<file path="src/rtl/mem_arbiter.sv">
// Shares one fixed-latency memory port between I-cache refills and D-cache refills/write-backs.
// Valid seen in IDLE -> MEM_LATENCY ACCESS cycles -> one RESP cycle; losers simply hold their request.
module mem_arbiter #(
  parameter int WORD_SIZE   = 32,
  parameter int LINE_SIZE   = 128,
  parameter int MEM_LATENCY = 5
) (
  input  logic                 clk,
  input  logic                 rst,
  input  logic                 IReqValid,
  input  logic [WORD_SIZE-1:0] IReqAddr,
  input  logic                 DReqValid,
  input  logic                 DReqWrite,
  input  logic [WORD_SIZE-1:0] DReqAddr,
  input  logic [LINE_SIZE-1:0] DReqWData,
  output logic                 IGrant,
  output logic                 DGrant,
  output logic                 IRespValid,
  output logic                 DRespValid,
  output logic [LINE_SIZE-1:0] RespData,
  output logic                 MemReq,
  output logic                 MemWrite,
  output logic [WORD_SIZE-1:0] MemAddr,
  output logic [LINE_SIZE-1:0] MemWData,
  input  logic [LINE_SIZE-1:0] MemRData,
  output logic                 Busy
);

  localparam int CW = $clog2(MEM_LATENCY + 1);

  typedef enum logic [1:0] {
    IDLE   = 2'd0,
    ACCESS = 2'd1,
    RESP   = 2'd2
  } state_t;

  state_t        state;
  logic [CW-1:0] count;
  logic          last_d;
  logic          pick_d;

  // On a tie the side that did not win last time goes next.
  always_comb begin
    pick_d = DReqValid && (!IReqValid || !last_d);
  end

  always_ff @(posedge clk or posedge rst) begin
    if (rst) begin
      state      <= IDLE;
      count      <= '0;
      last_d     <= 1'b0;
      IGrant     <= 1'b0;
      DGrant     <= 1'b0;
      IRespValid <= 1'b0;
      DRespValid <= 1'b0;
      RespData   <= '0;
      MemReq     <= 1'b0;
      MemWrite   <= 1'b0;
      MemAddr    <= '0;
      MemWData   <= '0;
      Busy       <= 1'b0;
    end else begin
      case (state)
        IDLE: begin
          if (IReqValid || DReqValid) begin
            state  <= ACCESS;
            count  <= CW'(MEM_LATENCY - 1);
            last_d <= pick_d;
            IGrant <= !pick_d;
            DGrant <= pick_d;
            MemReq <= 1'b1;
            Busy   <= 1'b1;
            if (pick_d) begin
              MemAddr  <= DReqAddr;
              MemWrite <= DReqWrite;
              MemWData <= DReqWData;
            end else begin
              MemAddr  <= IReqAddr;
              MemWrite <= 1'b0;
              MemWData <= '0;
            end
          end
        end
        ACCESS: begin
          if (count == '0) begin
            state      <= RESP;
            MemReq     <= 1'b0;
            MemWrite   <= 1'b0;
            IRespValid <= IGrant;
            DRespValid <= DGrant;
            // Memory read data is only valid in the final access cycle.
            if (!MemWrite) begin
              RespData <= MemRData;
            end
          end else begin
            count <= count - 1'b1;
          end
        end
        RESP: begin
          state      <= IDLE;
          IGrant     <= 1'b0;
          DGrant     <= 1'b0;
          IRespValid <= 1'b0;
          DRespValid <= 1'b0;
          Busy       <= 1'b0;
        end
        default: begin
          state <= IDLE;
        end
      endcase
    end
  end

endmodule

</file>
<file path="config.mk">
export PLATFORM = sky130hd
export DESIGN_NAME = mem_arbiter
export DESIGN_NICKNAME = d
export VERILOG_FILES = /design/src/rtl/mem_arbiter.sv
export SDC_FILE = /design/constraint.sdc
export NUM_CORES = 1
export LEC_CHECK = 0
export BUFFER_PORTS_ARGS = -buffer_cell sky130_fd_sc_hd__clkbuf_2
export CAP_MARGIN = 20
export CORE_AREA = 2 2 244 246
export CTS_CLUSTER_DIAMETER = 40
export DETAILED_ROUTE_END_ITERATION = 16
export DIE_AREA = 0 0 246 248
export GPL_TIMING_DRIVEN = 0
export SYNTH_ARGS = -nofsm -noshare
export SYNTH_HDL_FRONTEND = slang
export SYNTH_SLANG_ARGS = --single-unit
</file>
<file path="constraint.sdc">
create_clock -name clk -period 15.4 [get_ports clk]
set_input_delay 2.31 -clock clk [delete_from_list [all_inputs] [get_ports clk]]
set_output_delay 2.31 -clock clk [all_outputs]
set_load 0.05 [all_outputs]
</file>
### Word level (Yosys, flattened, before mapping)

Cells that the tools add are included.
W data, S select, Z words.

| cells by class | value |
|---|---|
| bitwise operators | 1 |
| equality and inequality tests | 5 |
| add/sub/neg operators | 1 |
| reduce and logical (&&, ||, !) cells | 18 |
| mux-type cells | 23 |

Operators with widths:

| kind | count |
|---|---|
| $mux W128 | 1 |
| $mux W32 | 1 |
| $pmux W1 S2 | 7 |
| $reduce_and A3 Y1 | 3 |
| $mux W1 | 8 |
| $reduce_and A2 Y1 | 4 |
| $mux W3 | 2 |
| $ne A2 B2 Y1 const B | 3 |
| $pmux W3 S2 | 1 |
| $reduce_bool A2 Y1 | 3 |
| $mux W2 | 2 |
| $pmux W2 S2 | 1 |
| $logic_not A1 Y1 | 3 |
| $logic_not A3 Y1 | 1 |
| $sub A3 B1 Y3 const B | 1 |
| $eq A2 B1 Y1 const B | 1 |
| $eq A2 B2 Y1 const B | 1 |
| $logic_not A2 Y1 | 1 |
| $logic_or A1 B1 Y1 | 2 |
| $logic_and A1 B1 Y1 | 1 |
| $not A1 Y1 | 1 |

| storage, ports and cells | value |
|---|---|
| flip-flop bits (word level) | 301 |
| output and inout bits | 295 |

### Logic depth before layout (Yosys ltp)

Gate-level depths: netlist of the first run.

| logic depth | value |
|---|---|
| depth after elaboration | 6 |
| gate-level depth with buffers | 7 |
| gate-level depth less buffers | 6 |

### Least setup slack after synthesis of the first run

Ideal clock, no wire load.

| path | value |
|---|---|
| path kind | input to register |
| from | input IReqValid |
| to | register DGrant |
| stages | 6 |
| library setup time | 0.120 ns |
| arrival time | 3.080 ns |
| path buffers | 3 |
| required time | 15.280 ns |
| path slack | 12.201 ns |
| cells stage by stage | nand2_1 and3_1 buf_2 buf_6 buf_6 a31o_1 |

| on the way | value |
|---|---|
| cells in the longest elaborated chain, start to end | 5 |
| elaborated cells between the ends (all ways) | 8 |
| those cells by class | eq/ne: 1; mux: 2; reduce/logical: 5 |

Ends and longest elaborated chain:

| element | line | source |
|---|---|---|
| start: declaration | 10 | `input logic IReqValid,` |
| $logic_not A1 Y1 | 44 | `pick_d = DReqValid && (!IReqValid \|\| !last_d);` |
| $logic_or A1 B1 Y1 | 44 |  |
| $logic_and A1 B1 Y1 | 44 |  |
| $mux W1 | 65 | `if (IReqValid \|\| DReqValid) begin` |
| $pmux W1 S2 | 63 | `case (state)` |
| end signal: assignment | 70 | `DGrant <= pick_d;` |
| end: declaration | 17 | `output logic DGrant,` |

Parallel ways exist; a longest one is shown, timed or not. The select of a mux whose other input is x is not followed.
A chain may end at the register's enable or synchronous reset.

### Worst setup path in the final report of the first run

| path | value |
|---|---|
| from | input DReqValid |
| to | register MemWData[101] |

| on the way | value |
|---|---|
| cells in the longest elaborated chain, start to end | 2 |
| elaborated cells between the ends (all ways) | 4 |
| those cells by class | mux: 1; reduce/logical: 3 |

Ends and longest elaborated chain:

| element | line | source |
|---|---|---|
| start: declaration | 12 | `input logic DReqValid,` |
| $logic_and A1 B1 Y1 or $logic_or A1 B1 Y1 (tied branches) | 44, 65 |  |
| $mux W128 or $reduce_and A2 Y1 (tied branches) | - |  |
| end signal: assignment | 76 | `MemWData <= DReqWData;` |
| end: declaration | 24 | `output logic [LINE_SIZE-1:0] MemWData,` |

Parallel ways exist; a longest one is shown, timed or not.

==> results of run 1 <==
layer usage:
layer | vias up | GRT usage [%] | wire (µm)
li1 | 4189 | - | -
met3 | 61 | 3.74 | 3210
met2 | 431 | 21.3 | 20000
met5 | - | 0 | 13
met4 | 2 | 3.73 | 884
met1 | 4491 | 14.0 | 15500
state kept, by name (all words and copies together) (netlist names):
| register | cells |
|---|---|
| IGrant | 1 |
| IRespValid | 1 |
| DRespValid | 1 |
| MemAddr | 32 |
| last_d | 1 |
| state | 2 |
| DGrant | 1 |
| MemWrite | 1 |
| MemWData | 128 |
| count | 3 |
| MemReq | 1 |
| Busy | 1 |
| RespData | 128 |
cell type report:
| type | instances | share of cell area (%) |
|---|---|---|
| clock inverters | 32 | 1.67 |
| plain buffers | 56 | 2.39 |
| inverters | 68 | 1.53 |
| multi-input cells | 359 | 19.0 |
| clock buffers | 57 | 7.66 |
| repair buffers | 621 | 18.3 |
| well taps | 773 | 5.62 |
| flip-flops and latches | 301 | 43.8 |
kinds of logic after synthesis:
| kind of cell | synth area share, % |
|---|---|
| adder cells (fa/ha/maj) | 0.218 |
| buffers and inverters | 5.82 |
| AND/OR/NAND/NOR | 1.35 |
| multiplexers | 12.7 |
| flip-flops | 65.7 |
| AO/OA/AOI/OAI | 14.3 |
stage by stage:
stage          area (µm²)  hold WS (ps)
2_1_floorplan       11500           451
3_3_place_gp        15500           461
3_5_place_dp        15600           469
4_1_cts             17200           476
5_1_grt             17200           505
6_report            17200           468
cell usage in the layout (no fill, tap or decap), types with 2 or more instances in the layout:
| cell type | n |
|---|---|
| clkbuf_16 | 50 |
| o221ai_1 | 32 |
| inv_8 | 6 |
| inv_1 | 67 |
| dfrtp_1 | 301 |
| clkinvlp_4 | 6 |
| clkbuf_2 | 619 |
| nand2_1 | 10 |
| nand3_1 | 4 |
| nand2b_1 | 3 |
| inv_6 | 7 |
| clkinv_2 | 7 |
| clkbuf_8 | 4 |
| o22ai_1 | 3 |
| clkbuf_1 | 21 |
| a22o_1 | 128 |
| ha_1 | 2 |
| buf_2 | 14 |
| buf_16 | 2 |
| clkinv_4 | 5 |
| o21ai_0 | 32 |
| buf_6 | 23 |
| mux2_1 | 120 |
| mux2_2 | 8 |
worst max-delay path: cells and delay by family:
| kind | cells | cell delay [ps] |
|---|---|---|
| AOI/OAI and AO/OA | 2 | 690 |
| buffers and inverters | 3 | 1180 |
worst max path at each step:
stage          startpoint            end  slack, ps
6_report        DReqValid  MemWData[101]      11680
2_1_floorplan         rst           Busy       4770
3_5_place_dp    DReqValid  MemWData[100]      11020
4_1_cts         DReqValid  MemWData[101]      11620
5_1_grt         DReqValid   MemWData[99]      11590
3_3_place_gp          rst    MemAddr[23]       1710
==> run metrics, run 1 <==
num ports=620; minimum clock period=3720 ps; EDFF count, synth=0; Port Buffers=619; Yosys top cell area share=65.7%; Worst R2R Setup Slack=13250 ps; relative slew slack=53.1%; predominant post-synthesis flop cell=dfrtp_1; die width=246 µm; pin count of the biggest net entering global routing=122; Post-Syn Nets=1111; Worst path max stage delay=530 ps; DR vias/cell=4.05; fin crit share=24.1%; post-route insts no fill=2267; top-count cell post-synth=dfrtp_1; Starting Density=19.6%; Setup CP Type=in2reg; fin util=29.4%; main area contributors after synthesis=dfrtp_1 (66%), mux2_1 (12%), a22o_1 (9.8%); Slowest-stage cell, CP=buf_2; Multi-input gate area=0.00327 mm²; worst r2r path cells=5; CTS Buffer Depth=3; DRC errors left=0; Setup crit end kind=flop; most used cell, CP=buf_2; R2R Path Start=state[0]; initial antenna violation count=2; final setup fails=0; Rows=89; total die area=0.0610 mm²; outcome=finished clean; Hold Startpoint=count[0]; fmax=0.269 GHz; Syn Inst Count=784; largest area contributor in the netlist=dfrtp_1; CTS tree=built; CP Data Arrival Time=4210 ps; Max Cap Violations=0; layout cells sized above 1=50.8%; fin nets=1782; clk_lat worst skew=560 ps; Fin. Hold Viols=0; Iter 0 DRT Violations=312; clock slew at reported path FFs=50 ps; FF+latch area=0.00753 mm²; Final Skew=13.5 ps; detailed-router iteration count before antenna repair=4; number of clock sinks=301; most frequent cells after synthesis=dfrtp_1 (301), a22o_1 (128), mux2_1 (120); YS warnings=0; first-pass GRT wire length=56100 µm; Synth cell types=33; grt ovf=0; Async S/R FF share, synth=100%; Post-DRT Antenna Nets=0; estimated wirelength of the detail-placed design=30600 µm; crit start category=input pin; flops & latches, synth=301; Max Slew Vio Count=0; Setup WS pre-CTS=11020 ps; ANT cells=0; DRT Wirelength=39500 µm; GRT Total Usage=12.1%; gpl congestion=0.818; worst endpoint required time=15890 ps; Die Y=248 µm; synthesis-to-finish area growth=50.0%; number of buffers created by CTS=48; Min-Delay Path Class=reg2reg; Seq/Total Area, Yosys=65.7%; filler cell count=6046; crit-path max FO=10; unrepaired setup endpoints after global routing=no; number of cells after detailed placement=2178; worst-path cell chain=clkbuf_2 -> o21ai_2 -> buf_2 -> buf_2 -> a22o_1; root buffer cell=clkbuf_16; hold buffers post-CTS=0; H-tree depth=2; Critical R2R Capture=MemWData[101]; cell depth of the worst min-delay path=1; setup slack after layout=11680 ps; Worst Tran Pin Value=703 ps; via count=9174; syn_area_per_cell=14.6 µm²; wire per inst=17.4 µm; post-cts sizing count=0; Core Box Area=0.0585 mm²; vias in the first global route=9570; mapped cell area=0.0115 mm²; setup TNS after final layout=0 ps; post-CTS setup buffer count=0; Worst Hold Endpoint=count[0]
Power of run 1 is not shown: default switching activity piles up to over one toggle a cycle in this logic, so the estimate is an artifact.
==> run 2, diff against run 1 <==
clock period = 3.16 ns   (was 15.4 ns; I/O delays follow)
==> run metrics, run 2 (synthesis results as in run 1) <==
outcome=finished clean (unchanged); die width=246 µm (unchanged); clock slew at reported path FFs=60 ps (was 50 ps); minimum clock period=2090 ps; cell depth of the worst min-delay path=2 (was 1); Port Buffers=619 (unchanged); Final Hold Slack=134 ps (was 468 ps); Rows=89 (unchanged); fin nets=1786 (was 1782); commonest non-fill, non-tap cell in the layout=clkbuf_2 (unchanged); DR vias/cell=4.07 (was 4.05); number of clock sinks=301 (unchanged); Setup CP Type=reg2reg (was in2reg); GRT Total Usage=12.0% (was 12.1%); filler cell count=5986 (was 6046); H-tree depth=2 (unchanged); relative slew slack=57.1% (was 53.1%); Post-DRT Antenna Nets=0 (unchanged); DRC errors left=0 (unchanged); unrepaired setup endpoints after global routing=no (unchanged); worst endpoint required time=3640 ps (was 15890 ps); Worst R2R Setup Slack=1070 ps (was 13250 ps); total die area=0.0610 mm² (unchanged); fmax=0.478 GHz; wire per inst=17.1 µm (was 17.4 µm); Setup crit end kind=flop (unchanged); CP Data Arrival Time=2570 ps (was 4210 ps); gpl congestion=0.811 (was 0.818); Worst Tran Pin Value=643 ps (was 703 ps); num ports=620 (unchanged); first-pass GRT wire length=56400 µm (was 56100 µm); clk_lat worst skew=560 ps (about the same); R2R Path Start=state[0] (unchanged); worst r2r path cells=5 (unchanged); Core Box Area=0.0585 mm² (unchanged); estimated wirelength of the detail-placed design=30600 µm (about the same); Worst Hold Endpoint=MemWData[42] (was count[0]); crit-path max FO=10 (unchanged); ANT cells=0 (unchanged); Max Cap Violations=0 (unchanged); layout cells sized above 1=50.7% (was 50.8%); Hold Startpoint=DReqWData[42] (was count[0]); final setup fails=0 (unchanged); detailed-router iteration count before antenna repair=5 (was 4); Max Slew Vio Count=0 (unchanged); root buffer cell=clkbuf_16 (unchanged); CTS Buffer Depth=3 (unchanged); synthesis-to-finish area growth=51.7% (was 50.0%); post-cts sizing count=0 (unchanged); pin count of the biggest net entering global routing=43 (was 122); Die Y=248 µm (unchanged); number of buffers created by CTS=45 (was 48); via count=9224 (was 9174); grt ovf=0 (unchanged); Starting Density=19.6% (unchanged); Critical R2R Capture=MemWData[97] (was MemWData[101]); DRT Wirelength=38700 µm (was 39500 µm); Fin. Hold Viols=0 (unchanged); fin crit share=66.2%; crit start category=flop (was input pin); CTS tree=built (unchanged); Final Skew=15.8 ps (was 13.5 ps); Min-Delay Path Class=in2reg (was reg2reg); Iter 0 DRT Violations=297 (was 312); most frequent cells in the layout=clkbuf_2 (619), dfrtp_1 (301), a22o_1 (128) (unchanged); initial antenna violation count=4 (was 2); largest registers=MemWData x128, RespData x128, MemAddr x32 (unchanged); vias in the first global route=9850 (was 9570)
run 2: through the flow:
stage / utilization, % / TNS (ps) / setup WS [ps] / cell area, µm² / cells
after floorplan: - / -395830 / -1320 / 11500 / 784
final: 29.8 / 0 / 1070 / 17400 / 2268
after CTS: 29.8 / 0 / 937 / 17400 / 2268
after global placement: 26.6 / -887670 / -3010 / 15500 / 2176
after global routing: 29.8 / 0 / 861 / 17400 / 2268
after detailed placement: 26.9 / 0 / 602 / 15700 / 2184
run 2: how the worst max path moves through the flow:
stage	slack, ps	endpoint	depth (start not counted)	start
global route	860	MemWData[97]	5	state[0]
floorplan	-1320	Busy	1	rst
CTS	940	MemWData[97]	5	state[0]
detailed placement	600	MemWData[97]	5	DReqValid
finish	1070	MemWData[97]	5	state[0]
global placement	-3010	MemWData[95]	2	rst
run 2: metal layers:
metal	global-route usage (%)	wire length (µm)	up-vias	part of all wire [%]
li1	-	-	4196	-
met1	13.1	14500	4522	37
met2	21.8	19800	429	51
met3	3.63	3150	71	8.1
met4	4.55	1180	6	3.1
met5	0	41	-	0.11
run 2: cell type report:
cell class / instances / area [µm²] / share of cell area [%]
buffer: 56 / 412 / 2.37
clock buffer: 56 / 1240 / 7.11
clock inverter: 27 / 442 / 2.54
inverter: 68 / 259 / 1.49
multi-input combinational: 359 / 3270 / 18.8
sequential: 301 / 7530 / 43.3
tap: 773 / 967 / 5.56
timing repair buffer: 628 / 3280 / 18.8
run 2: what timing repair did:
| item | 4_1_cts | 5_1_grt |
|---|---|---|
| setup endpoints to repair | 0 | 0 |
| endpoints found under the hold margin | 3 | 0 |
| hold buffers | 1 | 0 |
| setup buffers | 0 | 0 |
run 2: critical path, cell delays in order (launching register included):
cell     delay, ps
dfrtp_1        460
nor2_2         100
o21ai_2        260
buf_2          530
buf_2          430
a22o_1         210
Power of run 2 is left out for the same reason.
